**config.mk**
```make
export PLATFORM = sky130hd
export DESIGN_NAME = direction_flags_flat
export DESIGN_NICKNAME = d
export VERILOG_FILES = /design/src/rtl/direction_flags_pkg.sv /design/src/rtl/direction_flags_if.sv /design/src/rtl/direction_flags_mod_tile.sv /design/src/rtl/direction_flags.sv /design/src/flat_wrapper.sv
export SDC_FILE = /design/constraint.sdc
export NUM_CORES = 1
export LEC_CHECK = 0
export BUFFER_PORTS_ARGS = -buffer_cell sky130_fd_sc_hd__buf_2
export CORE_ASPECT_RATIO = 0.75
export CORE_MARGIN = 2
export CORE_UTILIZATION = 35
export CTS_CLUSTER_DIAMETER = 120
export DETAILED_ROUTE_END_ITERATION = 7
export PLACE_DENSITY_LB_ADDON = 0.1
export REMOVE_ABC_BUFFERS = 1
export SYNTH_ARGS = -nofsm -noshare
export SYNTH_HDL_FRONTEND = slang
export SYNTH_SLANG_ARGS = --single-unit
```
**constraint.sdc**
```tcl
create_clock -name clk -period 0.8 [get_ports clk]
set_clock_uncertainty 0.1 [all_clocks]
set_input_delay 0.16 -clock clk [delete_from_list [all_inputs] [get_ports clk]]
set_output_delay 0.16 -clock clk [all_outputs]
set_load 0.005 [all_outputs]
```
**src/rtl/direction_flags_pkg.sv**
```systemverilog
// Shared constants for the tile-grid direction classifier: default tile pitch
// and the one-hot direction codes used by the movement controller.
package direction_flags_pkg;

  localparam int TILE_PX = 12;

  localparam logic [3:0] DIR_L = 4'b1000;
  localparam logic [3:0] DIR_U = 4'b0100;
  localparam logic [3:0] DIR_R = 4'b0010;
  localparam logic [3:0] DIR_D = 4'b0001;

endpackage

```
**src/rtl/direction_flags_if.sv**
```systemverilog
// Position-in / flags-out bundle between the sprite position source (master)
// and the direction classifier (slave).
interface direction_flags_if #(
  parameter int POS_W  = 9,
  parameter int FLAG_W = 3
);
  import direction_flags_pkg::*;

  logic [POS_W-1:0]  x;
  logic [POS_W-1:0]  y;
  logic [FLAG_W-1:0] flag_L;
  logic [FLAG_W-1:0] flag_R;
  logic [FLAG_W-1:0] flag_U;
  logic [FLAG_W-1:0] flag_D;

  modport master (
    output x, y,
    input  flag_L, flag_R, flag_U, flag_D
  );

  modport slave (
    input  x, y,
    output flag_L, flag_R, flag_U, flag_D
  );

endinterface

```
**src/rtl/direction_flags_mod_tile.sv**
```systemverilog
// Combinational pos % TILE by restoring subtraction of TILE<<k, largest shift
// first; no divider and no '%' operator.
module mod_tile
  import direction_flags_pkg::*;
#(
  parameter int POS_W = 9,
  parameter int TILE  = TILE_PX,
  parameter int REM_W = $clog2(TILE)
) (
  input  logic [POS_W-1:0] pos,
  output logic [REM_W-1:0] rem
);

  // Four guard bits cover TILE <= 14 shifted by up to POS_W-1 without wrap.
  localparam int W = POS_W + 4;

  logic [W-1:0] acc;

  always_comb begin
    acc = W'(pos);
    for (int k = POS_W - 1; k >= 0; k--) begin
      if (acc >= (W'(TILE) << k))
        acc = acc - (W'(TILE) << k);
    end
    rem = REM_W'(acc);
  end

endmodule

```
**src/rtl/direction_flags.sv**
```systemverilog
// Classifies sprite x/y against the tile grid and registers per-axis nearest-line
// flags. Define DIRFLAG_PIPE_EN for an extra remainder stage (latency 2).
module direction_flags
  import direction_flags_pkg::*;
#(
  parameter int POS_W  = 9,
  parameter int TILE   = TILE_PX,
  parameter int FLAG_W = 3
) (
  input  logic              clk,
  input  logic              rst,
  direction_flags_if.slave  bus
);

  localparam int REM_W = $clog2(TILE);
  localparam int RW1   = REM_W + 1;
  localparam int HALF  = TILE / 2;

  // Returns {lower/left flag, upper/right flag}; a tie goes to the right/lower line.
  function automatic logic [2*FLAG_W-1:0] enc(input logic [REM_W-1:0] rem);
    logic [RW1-1:0]    r;
    logic [FLAG_W-1:0] lo;
    logic [FLAG_W-1:0] hi;
    r  = {1'b0, rem};
    lo = '0;
    hi = '0;
    if (r < RW1'(HALF))
      lo = FLAG_W'(RW1'(HALF) - r);
    else
      hi = FLAG_W'(r - RW1'(HALF) + RW1'(1));
    return {lo, hi};
  endfunction

  logic [REM_W-1:0] rx_p0;
  logic [REM_W-1:0] ry_p0;

  // ---- stage 0: combinational remainders ----
  mod_tile #(.POS_W(POS_W), .TILE(TILE), .REM_W(REM_W)) u_mod_x (
    .pos (bus.x),
    .rem (rx_p0)
  );

  mod_tile #(.POS_W(POS_W), .TILE(TILE), .REM_W(REM_W)) u_mod_y (
    .pos (bus.y),
    .rem (ry_p0)
  );

`ifdef DIRFLAG_PIPE_EN
  logic [REM_W-1:0]    rx_p1;
  logic [REM_W-1:0]    ry_p1;
  logic [2*FLAG_W-1:0] fx_p2;
  logic [2*FLAG_W-1:0] fy_p2;

  // ---- stage 1: registered remainders ----
  always_ff @(posedge clk or posedge rst) begin
    if (rst) begin
      rx_p1 <= '0;
      ry_p1 <= '0;
    end else begin
      rx_p1 <= rx_p0;
      ry_p1 <= ry_p0;
    end
  end

  // ---- stage 2: encoded flags ----
  always_ff @(posedge clk or posedge rst) begin
    if (rst) begin
      fx_p2 <= '0;
      fy_p2 <= '0;
    end else begin
      fx_p2 <= enc(rx_p1);
      fy_p2 <= enc(ry_p1);
    end
  end

  assign bus.flag_L = fx_p2[2*FLAG_W-1:FLAG_W];
  assign bus.flag_R = fx_p2[FLAG_W-1:0];
  assign bus.flag_U = fy_p2[2*FLAG_W-1:FLAG_W];
  assign bus.flag_D = fy_p2[FLAG_W-1:0];
`else
  logic [2*FLAG_W-1:0] fx_p1;
  logic [2*FLAG_W-1:0] fy_p1;

  // ---- stage 1: encoded flags ----
  always_ff @(posedge clk or posedge rst) begin
    if (rst) begin
      fx_p1 <= '0;
      fy_p1 <= '0;
    end else begin
      fx_p1 <= enc(rx_p0);
      fy_p1 <= enc(ry_p0);
    end
  end

  assign bus.flag_L = fx_p1[2*FLAG_W-1:FLAG_W];
  assign bus.flag_R = fx_p1[FLAG_W-1:0];
  assign bus.flag_U = fy_p1[2*FLAG_W-1:FLAG_W];
  assign bus.flag_D = fy_p1[FLAG_W-1:0];
`endif

endmodule

```
**src/flat_wrapper.sv**
```systemverilog
// flat-port wrapper written by rule: the top's interface ports become plain ports
module direction_flags_flat import direction_flags_pkg::*;
#(
  parameter int POS_W  = 9,
  parameter int TILE   = TILE_PX,
  parameter int FLAG_W = 3
)
  (clk, rst, bus_x, bus_y, bus_flag_L, bus_flag_R, bus_flag_U, bus_flag_D);
  direction_flags_if #(.POS_W(POS_W), .FLAG_W(FLAG_W)) bus_i ();
  input  logic clk;
  input  logic rst;
  input wire logic [$bits(bus_i.x)-1:0] bus_x;
  input wire logic [$bits(bus_i.y)-1:0] bus_y;
  output wire logic [$bits(bus_i.flag_L)-1:0] bus_flag_L;
  output wire logic [$bits(bus_i.flag_R)-1:0] bus_flag_R;
  output wire logic [$bits(bus_i.flag_U)-1:0] bus_flag_U;
  output wire logic [$bits(bus_i.flag_D)-1:0] bus_flag_D;
  assign bus_i.x = bus_x;
  assign bus_i.y = bus_y;
  assign bus_flag_L = bus_i.flag_L;
  assign bus_flag_R = bus_i.flag_R;
  assign bus_flag_U = bus_i.flag_U;
  assign bus_flag_D = bus_i.flag_D;
  direction_flags #(.POS_W(POS_W), .TILE(TILE), .FLAG_W(FLAG_W)) u_core (.clk(clk), .rst(rst), .bus(bus_i));
endmodule
```
# Word level (Yosys, flattened, before mapping)
# Cells that the tools add are included.
dict set report totals {
  in_bits 20
  register_bits 12
  word_cells 50
  out_inout_bits 12
}
dict set report classes {
  muxes 16
  n_lt_le_gt_ge 14
  add_sub_neg 18
}
# operator count
set op_table {}
lappend op_table {{2-to-1 mux 13 bit} 10}
lappend op_table {{greater-or-equal comparator 13 x 4 -> 1 bit, second input constant} 2}
lappend op_table {{greater-or-equal comparator 13 x 5 -> 1 bit, second input constant} 2}
lappend op_table {{greater-or-equal comparator 13 x 6 -> 1 bit, second input constant} 2}
lappend op_table {{greater-or-equal comparator 13 x 7 -> 1 bit, second input constant} 2}
lappend op_table {{greater-or-equal comparator 13 x 8 -> 1 bit, second input constant} 2}
lappend op_table {{subtractor 13 x 5 -> 13 bit, second input constant} 2}
lappend op_table {{subtractor 13 x 6 -> 13 bit, second input constant} 2}
lappend op_table {{subtractor 13 x 7 -> 13 bit, second input constant} 2}
lappend op_table {{subtractor 13 x 8 -> 13 bit, second input constant} 2}
lappend op_table {{subtractor 9 x 9 -> 10 bit, second input constant} 2}
lappend op_table {{greater-or-equal comparator 9 bit, second input constant} 2}
lappend op_table {{2-to-1 mux 3 bit} 4}
lappend op_table {{less-than comparator 4 x 3 -> 1 bit, second input constant} 2}
lappend op_table {{2-to-1 mux 4 bit} 2}
lappend op_table {{subtractor 4 bit, second input constant} 2}
lappend op_table {{adder 3 x 1 -> 3 bit, second input constant} 2}
lappend op_table {{subtractor 3 bit, first input constant} 2}
lappend op_table {{subtractor 3 bit, second input constant} 2}

# Depth between registers and ports, before layout
dict set report depth {
  depth_word 15
  ltp_mapped 29
  mapped_depth_nobuf 27
}

# By module
# From an unflattened synthesis, not the netlist that was laid out.
dict set report hier_totals {
  hier_cells 397
  area_unflattened_um2 3062.9
}
# module seq_area_each_um2 instances area_each_um2 cells_per_inst
set by_module_without_submodules {}
lappend by_module_without_submodules {{mod_tile at u_core.u_mod_y} 0.0 1 1295.0 175}
lappend by_module_without_submodules {{mod_tile at u_core.u_mod_x} 0.0 1 1251.2 177}
lappend by_module_without_submodules {direction_flags 300.3 1 516.7 45}

# Least setup slack after synthesis
# OpenSTA, ideal clock, no wires.
dict set report synth_timing {
  kind {input to register}
  startpoint {input port bus_y[7]}
  endpoint {register u_core.fy_p1[2]}
  n_path_buf 1
  setup_time_ns 0.131
  stages 25
  required_ns 0.569
  t_arrival_ns 5.630
  setup_slack_ns -5.062
  cell_sequence {nor2b_1 ha_1 or3b_2 o31ai_1 xor2_1 ha_1 clkbuf_1 inv_1 o31ai_1 or3_1 and2_1 ha_1 and2_1 nor3_1 mux2_2 nor2_1 nand4_1 xnor2_1 ha_1 a32oi_1 o211a_1 nand4_1 a211o_1 and4b_1 or3_1}
}
dict set report synth_between {
  elab_chain_cells 15
  word_cells_on_any_way 22
  classes_between {add/sub (8); order compare (7); mux (7)}
}
# item line
set synth_rtl {}
lappend synth_rtl {{from (decl)} flat_wrapper.sv:13} ;# input wire logic [$bits(bus_i.y)-1:0] bus_y;
lappend synth_rtl {{subtractor 9 x 9 -> 10 bit / greater-or-equal comparator 9 bit (equally long branches)} {direction_flags_mod_tile.sv:23, direction_flags_mod_tile.sv:22}}
lappend synth_rtl {{2-to-1 mux 13 bit (*)} direction_flags_mod_tile.sv:22} ;# if (acc >= (W'(TILE) << k))
lappend synth_rtl {{subtractor 13 x 8 -> 13 bit / greater-or-equal comparator 13 x 8 -> 1 bit (equally long branches)} {direction_flags_mod_tile.sv:23, direction_flags_mod_tile.sv:22}}
lappend synth_rtl {{2-to-1 mux 13 bit (*)} direction_flags_mod_tile.sv:22}
lappend synth_rtl {{subtractor 13 x 7 -> 13 bit / greater-or-equal comparator 13 x 7 -> 1 bit (equally long branches)} {direction_flags_mod_tile.sv:23, direction_flags_mod_tile.sv:22}}
lappend synth_rtl {{2-to-1 mux 13 bit (*)} direction_flags_mod_tile.sv:22}
lappend synth_rtl {{subtractor 13 x 6 -> 13 bit / greater-or-equal comparator 13 x 6 -> 1 bit (equally long branches)} {direction_flags_mod_tile.sv:23, direction_flags_mod_tile.sv:22}}
lappend synth_rtl {{2-to-1 mux 13 bit (*)} direction_flags_mod_tile.sv:22}
lappend synth_rtl {{subtractor 13 x 5 -> 13 bit / greater-or-equal comparator 13 x 5 -> 1 bit (equally long branches)} {direction_flags_mod_tile.sv:23, direction_flags_mod_tile.sv:22}}
lappend synth_rtl {{2-to-1 mux 13 bit (*)} direction_flags_mod_tile.sv:22}
lappend synth_rtl {{greater-or-equal comparator 13 x 4 -> 1 bit / subtractor 4 bit (equally long branches)} {direction_flags_mod_tile.sv:22, direction_flags_mod_tile.sv:23}}
lappend synth_rtl {{2-to-1 mux 4 bit (*)} direction_flags_mod_tile.sv:22}
lappend synth_rtl {{subtractor 3 bit} direction_flags.sv:30} ;# hi = FLAG_W'(r - RW1'(HALF) + RW1'(1));
lappend synth_rtl {{adder 3 x 1 -> 3 bit} direction_flags.sv:30}
lappend synth_rtl {{2-to-1 mux 3 bit (*)} direction_flags.sv:27} ;# if (r < RW1'(HALF))
lappend synth_rtl {{to (signal assigned)} direction_flags.sv:91} ;# fy_p1 <= enc(ry_p0);
lappend synth_rtl {{to (decl)} direction_flags.sv:82} ;# logic [2*FLAG_W-1:0] fy_p1;
# Mark *: on every way between the ends. The rest lies on a longest branch, timed or not.

# Worst setup path in the final report
dict set report layout_timing {
  startpoint {input port bus_x[8]}
  endpoint {register u_core.fx_p1[2]}
}
dict set report layout_between {
  elab_chain_cells 15
  word_cells_on_any_way 22
  classes_between {add/sub (8); order compare (7); mux (7)}
}
# item line
set layout_rtl {}
lappend layout_rtl {{from (decl)} flat_wrapper.sv:12} ;# input wire logic [$bits(bus_i.x)-1:0] bus_x;
lappend layout_rtl {{subtractor 9 x 9 -> 10 bit / greater-or-equal comparator 9 bit (equally long branches)} {direction_flags_mod_tile.sv:23, direction_flags_mod_tile.sv:22}}
lappend layout_rtl {{2-to-1 mux 13 bit (*)} direction_flags_mod_tile.sv:22}
lappend layout_rtl {{subtractor 13 x 8 -> 13 bit / greater-or-equal comparator 13 x 8 -> 1 bit (equally long branches)} {direction_flags_mod_tile.sv:23, direction_flags_mod_tile.sv:22}}
lappend layout_rtl {{2-to-1 mux 13 bit (*)} direction_flags_mod_tile.sv:22}
lappend layout_rtl {{subtractor 13 x 7 -> 13 bit / greater-or-equal comparator 13 x 7 -> 1 bit (equally long branches)} {direction_flags_mod_tile.sv:23, direction_flags_mod_tile.sv:22}}
lappend layout_rtl {{2-to-1 mux 13 bit (*)} direction_flags_mod_tile.sv:22}
lappend layout_rtl {{subtractor 13 x 6 -> 13 bit / greater-or-equal comparator 13 x 6 -> 1 bit (equally long branches)} {direction_flags_mod_tile.sv:23, direction_flags_mod_tile.sv:22}}
lappend layout_rtl {{2-to-1 mux 13 bit (*)} direction_flags_mod_tile.sv:22}
lappend layout_rtl {{subtractor 13 x 5 -> 13 bit / greater-or-equal comparator 13 x 5 -> 1 bit (equally long branches)} {direction_flags_mod_tile.sv:23, direction_flags_mod_tile.sv:22}}
lappend layout_rtl {{2-to-1 mux 13 bit (*)} direction_flags_mod_tile.sv:22}
lappend layout_rtl {{greater-or-equal comparator 13 x 4 -> 1 bit / subtractor 4 bit (equally long branches)} {direction_flags_mod_tile.sv:22, direction_flags_mod_tile.sv:23}}
lappend layout_rtl {{2-to-1 mux 4 bit (*)} direction_flags_mod_tile.sv:22}
lappend layout_rtl {{subtractor 3 bit} direction_flags.sv:30}
lappend layout_rtl {{adder 3 x 1 -> 3 bit} direction_flags.sv:30}
lappend layout_rtl {{2-to-1 mux 3 bit (*)} direction_flags.sv:27}
lappend layout_rtl {{to (signal assigned)} direction_flags.sv:90} ;# fx_p1 <= enc(rx_p0);
lappend layout_rtl {{to (decl)} direction_flags.sv:81} ;# logic [2*FLAG_W-1:0] fx_p1;
# Marks and branches as above.

==> impl_metrics.py <==
metrics = {
    "run_status": {
        "outcome": "complete, but fails checks",
        "violations": "negative setup slack",
    },
    "synthesis": {
        "synth_adder_area_share_pct": 7.45,
        "yosys_warnings": 0,
        "yosysSeqAreaShare_pct": 10.5,
        "synth_area_um2": 2860,
        "yosys-mux-area-fraction_pct": 5.87,
        "synthSimpleGateAreaFrac_pct": 31.3,
        "synth_ff_type": "dfrtp_1",
        "synth-compound-area-share_pct": 34.1,
        "syn_avg_cell_area_um2": 7.55,
        "synth_cell_types": 80,
        "synth-xor-area-share_pct": 4.91,
        "syn_inst": 378,
        "ys_seq_elements": 12,
        "synth_top_family_by_area": "compound AO/OA/AOI/OAI gates",
        "synth_edf_count": 0,
        "synthArstFlopShare_pct": 100,
    },
    "routing": {
        "drc_errors": 0,
        "detail-route-antenna-nets": 0,
        "dr.pass1.iters": 5,
        "drtIter0Drc": 221,
        "vias": 3936,
        "drt_wl_total_um": 11000,
        "wire_per_inst_um": 15.5,
        "via_per_inst": 5.56,
    },
    "critical_path": {
        "critPathKind": "primary input to flop",
        "cp-start-kind": "primary input",
        "worstPathRequired_ns": 0.82,
        "arrival_ns": 5.17,
        "cp_max_fo": 5,
        "cp-end-kind": "flop",
    },
    "placed_design": {
        "io_buffers": 31,
        "dp.cells": 672,
        "dp_hpwl_um": 8170,
        "postPlaceCellArea_um2": 4370,
        "gp_congestion": 0.884,
    },
    "grt": {
        "grt_use_total_pct": 23.4,
        "grt-ovfl-total": 0,
        "grt_pass1_wl_um": 17000,
        "grt_pass1_vias": 3607,
        "grt_antenna_before_repair": 0,
        "grt_max_degree": 14,
    },
    "sta": {
        "min_period_over_period_pct": 644,
        "max_freq_ghz": 0.194,
        "max_slew_margin_pct": 62.6,
        "rsz0062_at_grt": "yes",
        "finalCriticalPeriod_ns": 5.15,
        "finalMaxSlewViolations": 0,
        "worst_slack_ns": -4.35,
        "fin_tns_setup_ns": -52.26,
        "hold_slack_ns": 0.132,
        "setup_viol": 24,
        "hold_violations": 0,
        "tightestPinTransition_ns": 0.561,
    },
    "power_and_ir_drop": {
        "powerDensity_nw_per_um2": 1170,
        "p_leak_nw": 2.34,
        "combPwrFrac_pct": 78.2,
        "p_sw_w": 0.00245,
        "p_int_w": 0.00364,
        "ir_drop_uv": 1270,
        "power_frac_seq_pct": 11.4,
        "p_sw_share_pct": 40.2,
        "clkPwrFrac_pct": 10.4,
    },
    "finish": {
        "fin_area_um2": 5220,
        "drive_gt1_share_pct": 55.4,
        "stdcell_count": 708,
        "areaGrowthSynthToFinish_pct": 82.8,
        "n_antenna_cell": 0,
        "nets": 641,
    },
    "floorplanning": {
        "die_w_um": 108,
        "std_cell_rows": 28,
        "num_io_pins": 32,
        "die_area_um2": 8900,
        "die_h_um": 82.2,
        "initial_utilization_pct": 36.1,
        "core_area_um2": 7920,
    },
    "cts": {
        "clock_path_buffers": 2,
        "cts_tree": "done",
        "clk_pin_slew_ns": 0.05,
        "htreeDepth": 1,
        "cts_root_buffer": "clkbuf_8",
        "numClockSinks": 12,
        "numCtsBuffers": 3,
    },
    "run": {
        "drv_cap": 0,
    },
    "hold_path": {
        "min_path_type": "primary input to flop",
    },
}
-- what timing repair did --
item,4_1_cts,5_1_grt
setup endpoints to repair,24,24
endpoints found under the hold margin,12,0
resized for setup,91,25
hold buffers,1,0
pin swaps,50,24
buffers inserted,21,10
-- state kept, by name, summed over array words and instances, names as in the netlist --
name	count
u_core.fy_p1	6
u_core.fx_p1	6
-- final timing paths --
check | end | depth (start not counted) | slack, ns | start
max in group asynchronous | u_core.fx_p1[5] | 4 | 0.09 | rst
min in group asynchronous | u_core.fy_p1[4] | 4 | 0.35 | rst
hold / removal | u_core.fy_p1[0] | 3 | 0.13 | bus_y[0]
setup / recovery | u_core.fx_p1[2] | 28 | -4.35 | bus_x[8]
-- critical path, cell delays in order --
cell and delay [ns]:
buf_6 0.10, nand2b_4 0.15, inv_4 0.08, ha_4 0.15, inv_4 0.04, ha_4 0.27, nand3b_1 0.16, buf_6 0.18
nor3_4 0.14, a211oi_2 0.09, buf_4 0.15, o21a_1 0.18, or3_4 0.33, and3_4 0.21, xnor2_4 0.13, ha_2 0.19
a311o_1 0.34, or2_4 0.29, xor2_4 0.17, ha_4 0.17, nand2_4 0.07, o2111ai_2 0.09, o21ba_4 0.24, nand4_1 0.16
a2111oi_4 0.24, buf_6 0.18, mux2_4 0.30, o211a_1 0.24
-- kinds of logic after synthesis --
kind of cell	count (synthesis)
flops	12
other cells	1
mux	16
compound gates	124
buf+inv	37
xor+xnor	13
simple gates	158
fa+ha+maj	17
-- metrics by stage --
stage	setup WS [ns]	total power (W)	util, %
detailed placement	-5.26	0.00455	55.2
finish	-4.35	0.00609	65.9
global placement	-5.16	0.00450	55.2
CTS	-4.33	0.00576	63.3
floorplan	-5.17	0.00261	-
global route	-4.56	0.00649	65.9
-- layer usage --
| metal | up-vias | global-route usage [%] | share of wire (%) |
|---|---|---|---|
| li1 | 1929 | - | - |
| met1 | 1878 | 34.9 | 50 |
| met2 | 121 | 38.1 | 44 |
| met3 | 8 | 1.73 | 5.1 |
| met4 | 0 | 2.82 | 0.53 |
| met5 | - | 0 | 0 |
-- synthesized netlist by cell type (all sizes together) (3+ instances only) --
cell type	n	area (µm²)
nand2	24	90.1
nand4	5	31.3
a31oi	5	37.5
o21ai	17	85.1
a21o	5	37.5
o31ai	5	37.5
and3	5	31.3
a211oi	6	45.0
nor2b	9	56.3
and2	9	58.8
nand2b	7	43.8
mux2	6	67.6
o2111ai	4	35.0
buf	7	48.8
inv	23	86.3
a311o	3	30.0
nor4	7	58.8
nor3	24	131
nand3	10	50.1
nor2	31	119
a211o	3	26.3
mux2i	10	100
o32ai	4	35.0
o311ai	3	26.3
o211ai	7	52.6
nand3b	4	30.0
a32oi	3	26.3
a31o	4	35.0
a2111oi	5	71.3
dfrtp	12	300
or3	9	61.3
o221ai	3	26.3
clkbuf	7	26.3
ha	17	213
a21oi	18	90.1
o21a	4	30.0
o211a	4	40.0
xnor2	11	104
-- placed cells by master, fill, tap and decap left out, types with 4 or more instances in the layout --
| cell | count |
|---|---|
| a211oi_1 | 4 |
| a21o_1 | 5 |
| a21oi_1 | 16 |
| a31o_2 | 4 |
| a31oi_1 | 4 |
| and2_1 | 5 |
| and2_4 | 4 |
| and3_1 | 4 |
| buf_2 | 27 |
| buf_4 | 192 |
| buf_6 | 13 |
| clkbuf_8 | 4 |
| dfrtp_1 | 12 |
| ha_1 | 4 |
| ha_2 | 7 |
| ha_4 | 6 |
| inv_1 | 19 |
| mux2i_1 | 9 |
| nand2_1 | 22 |
| nand2b_1 | 6 |
| nand3_1 | 9 |
| nand3b_1 | 4 |
| nand4_1 | 5 |
| nor2_1 | 26 |
| nor2b_1 | 7 |
| nor3_1 | 16 |
| nor3_4 | 5 |
| nor4_1 | 4 |
| o211a_1 | 4 |
| o211ai_1 | 7 |
| o21a_1 | 4 |
| o21ai_0 | 14 |
| or3_1 | 6 |
| xnor2_1 | 7 |
-- power groups by stage --
stage | Clock (W) | Sequential, W | Combinational (W)
global route | 0.000679 | 0.000700 | 0.00511
CTS | 0.000641 | 0.000696 | 0.00443
detailed placement | 0 | 0.000705 | 0.00384
floorplan | 0 | 0.000716 | 0.00189
global placement | 0 | 0.000702 | 0.00380
finish | 0.000633 | 0.000695 | 0.00476
-- area by class of cell --
type	count	area, µm²
clock buffer	4	55.1
fill	685	2700
multi-input combinational	330	2890
sequential	12	300
timing repair buffer	234	1750
tap	105	131
inverter	23	91.3
No activity file was read; power rests on OpenSTA's default activity.
